File: src/rtl/ram_ctrl_pkg.sv
// Shared types and constants for the byte-wide RAM word access controller.
package ram_ctrl_pkg;

  typedef enum logic [1:0] {
    IDLE,
    WR,
    RD,
    RSP
  } state_t;

  localparam int         BEATS          = 4;
  localparam int         DEFAULT_ADDR_W = 11;
  localparam logic [1:0] LAST_BEAT      = 2'(BEATS - 1);

  // Little-endian byte lane idx of a 32-bit word.
  function automatic logic [7:0] word_byte(input logic [31:0] word, input logic [1:0] idx);
    return word[{idx, 3'b000} +: 8];
  endfunction

endpackage

File: src/rtl/ram_rr_arb.sv
// Two-way round-robin arbiter; remembers the last grant so ties alternate.
module ram_rr_arb (
  input  logic       clk,
  input  logic       rst,
  input  logic [1:0] req,
  input  logic       advance,
  output logic [1:0] grant
);

  logic last_q;

  // Grant the sole requester, or on contention the one not served last.
  always_comb begin
    grant = 2'b00;
    if (req[0] && (!req[1] || last_q)) begin
      grant = 2'b01;
    end else if (req[1]) begin
      grant = 2'b10;
    end
  end

  // Track the last winner; after reset m1 counts as last so m0 wins a tie.
  always_ff @(posedge clk) begin
    if (rst) begin
      last_q <= 1'b1;
    end else if (advance && (grant != 2'b00)) begin
      last_q <= grant[1];
    end
  end

endmodule

File: src/rtl/ram_word_ctrl.sv
// Word access controller: two requesters share a byte-wide RAM, each 32-bit
// access is split into four little-endian byte beats.
module ram_word_ctrl
  import ram_ctrl_pkg::*;
#(
  parameter int ADDR_W = DEFAULT_ADDR_W
) (
  input  logic              clk,
  input  logic              rst,
  input  logic              i_m0_req,
  input  logic              i_m0_we,
  input  logic [ADDR_W-1:0] i_m0_addr,
  input  logic [31:0]       i_m0_wdata,
  input  logic [3:0]        i_m0_be,
  input  logic              i_m1_req,
  input  logic              i_m1_we,
  input  logic [ADDR_W-1:0] i_m1_addr,
  input  logic [31:0]       i_m1_wdata,
  input  logic [3:0]        i_m1_be,
  output logic              o_m0_gnt,
  output logic              o_m1_gnt,
  output logic              o_m0_rvalid,
  output logic              o_m1_rvalid,
  output logic [31:0]       o_m0_rdata,
  output logic [31:0]       o_m1_rdata,
  output logic              o_ram_we,
  output logic [ADDR_W-1:0] o_ram_waddr,
  output logic [ADDR_W-1:0] o_ram_raddr,
  output logic [7:0]        o_ram_wdata,
  input  logic [7:0]        i_ram_rdata
);

  localparam int WORD_W = ADDR_W - 2;

  state_t             state_q, state_d;
  logic [1:0]         beat_q, beat_d, beat_nxt;
  logic               id_q, id_d;
  logic [WORD_W-1:0]  word_q, word_d;
  logic [31:0]        wdata_q, wdata_d;
  logic [3:0]         be_q, be_d;
  logic [23:0]        rbuf_q, rbuf_d;
  logic               ram_we_q, ram_we_d;
  logic [ADDR_W-1:0]  waddr_q, waddr_d, raddr_q, raddr_d;
  logic [7:0]         ram_wdata_q, ram_wdata_d;
  logic [1:0]         gnt_q, gnt_d, rvalid_q, rvalid_d;
  logic [31:0]        m0_rdata_q, m0_rdata_d, m1_rdata_q, m1_rdata_d;
  logic [1:0]         arb_req, arb_grant;
  logic               arb_advance;
  logic               sel_we;
  logic [WORD_W-1:0]  sel_word;
  logic [31:0]        sel_wdata;
  logic [3:0]         sel_be;
  logic               unused_addr_lsbs;

  assign arb_req          = {i_m1_req, i_m0_req};
  assign beat_nxt         = beat_q + 2'd1;
  assign unused_addr_lsbs = ^{i_m0_addr[1:0], i_m1_addr[1:0]};

  ram_rr_arb u_arb (
    .clk     (clk),
    .rst     (rst),
    .req     (arb_req),
    .advance (arb_advance),
    .grant   (arb_grant)
  );

  // Steer the winning requester's fields toward the latch registers.
  always_comb begin
    sel_we    = i_m0_we;
    sel_word  = i_m0_addr[ADDR_W-1:2];
    sel_wdata = i_m0_wdata;
    sel_be    = i_m0_be;
    if (arb_grant[1]) begin
      sel_we    = i_m1_we;
      sel_word  = i_m1_addr[ADDR_W-1:2];
      sel_wdata = i_m1_wdata;
      sel_be    = i_m1_be;
    end
  end

  // Next-state logic; RAM-side outputs are precomputed one beat ahead so they are registered.
  always_comb begin
    state_d     = state_q;
    beat_d      = beat_q;
    id_d        = id_q;
    word_d      = word_q;
    wdata_d     = wdata_q;
    be_d        = be_q;
    rbuf_d      = rbuf_q;
    ram_we_d    = 1'b0;
    waddr_d     = waddr_q;
    raddr_d     = raddr_q;
    ram_wdata_d = ram_wdata_q;
    gnt_d       = 2'b00;
    rvalid_d    = 2'b00;
    m0_rdata_d  = m0_rdata_q;
    m1_rdata_d  = m1_rdata_q;
    arb_advance = 1'b0;
    unique case (state_q)
      IDLE: begin
        if (|arb_req) begin
          arb_advance = 1'b1;
          gnt_d       = arb_grant;
          id_d        = arb_grant[1];
          word_d      = sel_word;
          wdata_d     = sel_wdata;
          be_d        = sel_be;
          beat_d      = 2'd0;
          if (sel_we) begin
            state_d     = WR;
            waddr_d     = {sel_word, 2'd0};
            ram_wdata_d = word_byte(sel_wdata, 2'd0);
            ram_we_d    = sel_be[0];
          end else begin
            state_d = RD;
            raddr_d = {sel_word, 2'd0};
          end
        end
      end
      WR: begin
        if (beat_q == LAST_BEAT) begin
          state_d = IDLE;
        end else begin
          beat_d      = beat_nxt;
          waddr_d     = {word_q, beat_nxt};
          ram_wdata_d = word_byte(wdata_q, beat_nxt);
          ram_we_d    = be_q[beat_nxt];
        end
      end
      RD: begin
        if (beat_q != 2'd0) begin
          rbuf_d = {i_ram_rdata, rbuf_q[23:8]};
        end
        if (beat_q == LAST_BEAT) begin
          state_d = RSP;
        end else begin
          beat_d  = beat_nxt;
          raddr_d = {word_q, beat_nxt};
        end
      end
      RSP: begin
        state_d = IDLE;
        if (id_q) begin
          rvalid_d   = 2'b10;
          m1_rdata_d = {i_ram_rdata, rbuf_q};
        end else begin
          rvalid_d   = 2'b01;
          m0_rdata_d = {i_ram_rdata, rbuf_q};
        end
      end
      default: state_d = IDLE;
    endcase
  end

  // State and output registers; reset aborts any transaction in flight.
  always_ff @(posedge clk) begin
    if (rst) begin
      state_q     <= IDLE;
      beat_q      <= 2'd0;
      id_q        <= 1'b0;
      word_q      <= '0;
      wdata_q     <= '0;
      be_q        <= '0;
      rbuf_q      <= '0;
      ram_we_q    <= 1'b0;
      waddr_q     <= '0;
      raddr_q     <= '0;
      ram_wdata_q <= '0;
      gnt_q       <= 2'b00;
      rvalid_q    <= 2'b00;
      m0_rdata_q  <= '0;
      m1_rdata_q  <= '0;
    end else begin
      state_q     <= state_d;
      beat_q      <= beat_d;
      id_q        <= id_d;
      word_q      <= word_d;
      wdata_q     <= wdata_d;
      be_q        <= be_d;
      rbuf_q      <= rbuf_d;
      ram_we_q    <= ram_we_d;
      waddr_q     <= waddr_d;
      raddr_q     <= raddr_d;
      ram_wdata_q <= ram_wdata_d;
      gnt_q       <= gnt_d;
      rvalid_q    <= rvalid_d;
      m0_rdata_q  <= m0_rdata_d;
      m1_rdata_q  <= m1_rdata_d;
    end
  end

  assign o_m0_gnt    = gnt_q[0];
  assign o_m1_gnt    = gnt_q[1];
  assign o_m0_rvalid = rvalid_q[0];
  assign o_m1_rvalid = rvalid_q[1];
  assign o_m0_rdata  = m0_rdata_q;
  assign o_m1_rdata  = m1_rdata_q;
  assign o_ram_we    = ram_we_q & ~rst;
  assign o_ram_waddr = waddr_q;
  assign o_ram_raddr = raddr_q;
  assign o_ram_wdata = ram_wdata_q;

endmodule

File: config.mk
export PLATFORM = sky130hd
export DESIGN_NAME = ram_word_ctrl
export DESIGN_NICKNAME = d
export VERILOG_FILES = /design/src/rtl/ram_ctrl_pkg.sv /design/src/rtl/ram_rr_arb.sv /design/src/rtl/ram_word_ctrl.sv
export SDC_FILE = /design/constraint.sdc
export NUM_CORES = 1
export LEC_CHECK = 0
export CORE_MARGIN = 10
export CORE_UTILIZATION = 45
export DETAILED_ROUTE_END_ITERATION = 6
export PLACE_DENSITY_LB_ADDON = 0.08
export SLEW_MARGIN = 15
export SYNTH_ARGS = -nofsm -noshare
export SYNTH_HDL_FRONTEND = slang
export SYNTH_SLANG_ARGS = --single-unit
File: constraint.sdc
create_clock -name clk -period 2.1 [get_ports clk]
set_input_delay 0.525 -clock clk [delete_from_list [all_inputs] [get_ports clk]]
set_output_delay 0.525 -clock clk [all_outputs]
set_load 0.005 [all_outputs]
Yosys cells after proc, flatten, opt, wreduce, memory -nomap -nowiden
Cells that the tools add are included.

Register bits: 174. Input port bits: 108. Logic and storage cells: 93.

Add/subtract/negate cells: 1. $lt $le $gt $ge: 1. Equality and inequality tests: 12. Shift operators: 1. Muxes and demuxes: 34. Bitwise gates (word level): 6. Reductions and logical operators: 22.

Operator list (count): $mux 11 (5); $pmux 11 s2 (2); $mux 32 (1); $shiftx 32x6->8 (1); $mux 8 (3); $mux 2 (9); $ne 2x2->1 const B (8); $pmux 8 s2 (1); $reduce_bool 2->1 (5); $mux 9 (1); $pmux 2 s4 (1); $reduce_and 2->1 (4); $reduce_and 4->1 (2); $mux 1 (7); $eq 2x2->1 const B (3); $reduce_and 3->1 (2); $reduce_or 2->1 (3); $not 1->1 (5); $mux 4 (1); $pmux 2 s2 (1); $lt 2x3->1 const B (1); $reduce_or 3->1 (1); $add 2x1->2 const B (1); $bmux 1 s2 (1); other kinds (7) (8).

Longest topological paths before layout
Depth after elaboration: 8. Depth in mapped cells: 8. Depth with buffers taken out: 6.

By module
A second synthesis with hierarchy kept.

Cells, all modules: 865. Area, all modules: 7269.5 um2.

Modules (own cells, without submodules): ram_word_ctrl (instances 1, cells each 858, area each 7208.2 um2, seq. area each 3463.3 um2); ram_rr_arb (instances 1, cells each 7, area each 61.3 um2, seq. area each 20.0 um2).

Least setup slack after synthesis
Ideal clock, no wire load.

Path type: flip-flop to flip-flop. Start point: register state_q[0]. End point: register waddr_q[0] (netlist: o_ram_waddr[0]). Library setup time: 70 ps. Arrival time: 1804 ps. Data required time: 2030 ps. Slack: 226 ps. Cell stages (with the launch flop): 8. Path buffers: 1. Cells stage by stage: dfxtp_1 -> inv_1 -> ha_1 -> buf_4 -> nor3b_2 -> or3_4 -> or3_1 -> a21oi_1.

Cells in the longest elaborated chain, start to end: 3.

RTL lines: start, declared (RTL line ram_word_ctrl.sv:35) `state_t state_q, state_d;`; start signal, assigned (RTL line ram_word_ctrl.sv:174) `state_q <= state_d;`; $eq 2x1->1 / $logic_not 2->1 (equally long branches) (RTL line ram_word_ctrl.sv:99) `unique case (state_q)`; $ne 2x2->1 (no line) / $reduce_bool 2->1 (equally long branches); $reduce_and 4->1 (no line); end signal, assigned (RTL line ram_word_ctrl.sv:182) `waddr_q <= waddr_d;`; end, declared (RTL line ram_word_ctrl.sv:43) `logic [ADDR_W-1:0] waddr_q, waddr_d, raddr_q, raddr_d;`.

Several ways; a longest one is shown, not always the timed one. A chain may end at the register's enable or synchronous reset.

Final worst setup path
Ends and elaborated chain as after synthesis.

==> out/metrics.cfg <==
[status]
outcome = finished clean

[timing]
relSlewSlack = 0.331
fin_skew_ns = 0.00844
drv_slew = 0
clock.fmax_mhz = 515
min_period_ns = 1.94
fin_crit_sh = 0.924
hold_viol = 0
tightestPinTransition_ns = 1.00
setup_viol = 0
worst_slack_ns = 0.159
grt_setup_unrepaired = false
hold_ws_ns = 0.453

[logic_synthesis]
synth_largest_area_cell = dfxtp_1
synth-seq-area-share = 0.483
synth_seq_cells = 174
ys_warn_count = 0
synthCells = 859
synthTopCellsByArea = dfxtp_1, nand2_1, a21oi_1
syn_area_um2 = 7210
avgSynthCellArea_um2 = 8.39
synth_nets = 974
synth.top_cell.area_share = 0.483
yosysUniqueCellTypes = 48

[placement]
pre_cts_ws_ns = -0.337
placedCellCount = 1259
post-dp-hpwl_um = 15300
io_buffers = 202
routabilityCongestion = 0.817

[global_routing]
grt_first_pass_wirelength_um = 33700
grt.overflow.total = 0
grt_pass1_vias = 6321
grt_max_degree = 96
gr-usage-all-layers = 0.191
antenna_found_initial = 1

[power_and_ir_drop]
power_w = 0.0112
p_leak_nw = 3.70
p_per_area_nw_per_um2 = 1100
ir_worst_vdd_uv = 617

[critical_path]
critPathTopFamily = simple AND/OR/NAND/NOR gates
required_ns = 2.45
slowest_delay_ns = 0.43
critPathMaxFanout = 5
crit_slowest_cell = or3_4
crit_arrival_ns = 2.29
end_kind = flip-flop
worstPathCellList = inv_1 -> ha_1 -> nor3b_2 -> or3_4 -> or3_1 -> a21oi_1
path_buf_inv = 1
crit_type = flip-flop to flip-flop
worstSetupStartpointType = flip-flop

[routing]
detailroute.via_count = 6567
drc = 0
drtPass1Iterations = 5
routedWlPerCell_um = 16.4
routed_wl_um = 21200
drtAntennaViolNets = 0
drt_iter0_markers = 288
via_per_inst = 5.08

[floorplanning]
die_height_um = 147
io_pins = 207
die_w_um = 147
dieArea_um2 = 21500
coreArea_um2 = 15800
initial_utilization = 0.457
placementRows = 46

[cells_and_area]
utilization = 0.648
area_growth_pct = 41.8
finalNetCount = 1177
drive_gt1_frac = 0.0940
layout_common_cells = nand2_1, clkdlybuf4s50_1, dfxtp_1
fill_cells = 1438
layout_commonest_cell = nand2_1
stdcell_count = 1293

[clock_tree]
cts-root-buf = clkbuf_16
clock_path_buffers = 2
clock-sinks = 174
cts.clk_slew.worst_paths_ns = 0.07
cts.htree.levels = 4
cts_tree = built
cts_hold_buf = 0
cts_made_buffers = 17
clkLatencyLatePin_ns = 0.42

[worst_hold_path]
hold_path_class = flip-flop to flip-flop

[job]
cap_violations = 0

==> cell type report <==
| class | count | area, µm² | share of cell area |
|---|---|---|---|
| flip-flops and latches | 174 | 3480 | 0.341 |
| multi-input cells | 612 | 3430 | 0.336 |
| repair buffers | 250 | 2470 | 0.241 |
| clock buffers | 20 | 447 | 0.0437 |
| well taps | 216 | 270 | 0.0264 |
| clock inverters | 11 | 85.1 | 0.00832 |
| inverters | 7 | 26.3 | 0.00257 |
| diodes | 3 | 7.51 | 0.000734 |
==> path summary, 6_finish.rpt <==
| check | from | slack (ns) | endpoint | cells after the start |
|---|---|---|---|---|
| setup / recovery | state_q[0]$_SDFFE_PP0P_ | 0.16 | o_ram_waddr[0]$_SDFFE_PP0P_ | 6 |
| hold / removal | o_m0_rdata[5]$_SDFFE_PP0P_ | 0.45 | o_m0_rdata[5]$_SDFFE_PP0P_ | 2 |
| setup reg to reg | state_q[0]$_SDFFE_PP0P_ | 0.16 | o_ram_waddr[0]$_SDFFE_PP0P_ | 6 |
| hold reg to reg | o_m0_rdata[5]$_SDFFE_PP0P_ | 0.45 | o_m0_rdata[5]$_SDFFE_PP0P_ | 2 |
==> metal layers <==
| layer | share of wire | routed length, µm | vias to the layer above | GRT usage |
|---|---|---|---|---|
| met5 | 0 | 0 | - | 0 |
| met4 | 0.014 | 294 | 0 | 0.0646 |
| met3 | 0.059 | 1260 | 23 | 0.0612 |
| met2 | 0.49 | 10400 | 143 | 0.316 |
| met1 | 0.44 | 9230 | 3049 | 0.229 |
| li1 | - | - | 3352 | - |
==> logic make-up after synthesis <==
kind of cell / Yosys count / synth area share
flip-flops: 174 / 0.483
adder cells (fa/ha/maj): 7 / 0.0122
multiplexers: 57 / 0.0832
AO/OA/AOI/OAI: 193 / 0.178
AND/OR/NAND/NOR: 355 / 0.200
buffers and inverters: 73 / 0.0436
==> repair_timing <==
action                                  in CTS  in global routing
pin swaps                                    0                  1
cloned                                       0                  0
hold endpoints to repair                     0                  0
buffers inserted                             0                  0
endpoints found under the setup margin       4                 34
resized for setup                            1                  2
==> registers in the layout, summed over array words and instances (netlist names) <==
| register | count |
|---|---|
| word_q | 9 |
| id_q | 1 |
| wdata_q | 32 |
| beat_q | 2 |
| o_m0_rdata | 32 |
| o_ram_raddr | 11 |
| u_arb.last_q | 1 |
| o_ram_waddr | 11 |
| o_m1_rdata | 32 |
| be_q | 4 |
| o_ram_wdata | 8 |
| gnt_q | 2 |
| state_q | 2 |
| rvalid_q | 2 |
| rbuf_q | 24 |
| ram_we_q | 1 |
==> cells in the mapped netlist, drive strengths merged <==
cell	number
a211o	1
a211oi	10
a21bo	1
a21boi	1
a21o	1
a21oi	96
a221oi	1
a311oi	28
and2	3
buf	17
clkbuf	49
clkinv	1
dfxtp	174
ha	7
inv	6
mux2	10
mux2i	46
mux4	1
nand2	254
nand2b	6
nand3	6
nand3b	1
nand4	1
nor2	63
nor2b	6
nor3	12
nor3b	1
o2111ai	8
o211a	8
o211ai	1
o21a	2
o21ai	7
o21bai	1
o22a	8
o22ai	9
o2bb2ai	9
o31ai	1
or3	2
==> through the flow <==
step / area, µm² / TNS (ns)
global route: 10200 / 0
detailed placement: 9660 / -8.23
floorplan: 7210 / 0
CTS: 10200 / 0
global placement: 9660 / -6.69
finish: 10200 / 0
==> report_power, final <==
group	leakage, nW	total [W]	internal [W]	switching, W
clock	0.247	0.00289	0.00155	0.00134
sequential	1.42	0.00422	0.00387	0.000350
combinational	2.03	0.00409	0.00201	0.00208
==> tightest hold or removal path, delay by kind of cell (launching register included) <==
family,cells,cell delay [ns]
AOI/OAI and AO/OA,1,0.05
DFF,1,0.31
and+or+nand+nor,1,0.05
Note: power is estimated with default switching activity, not from simulation.
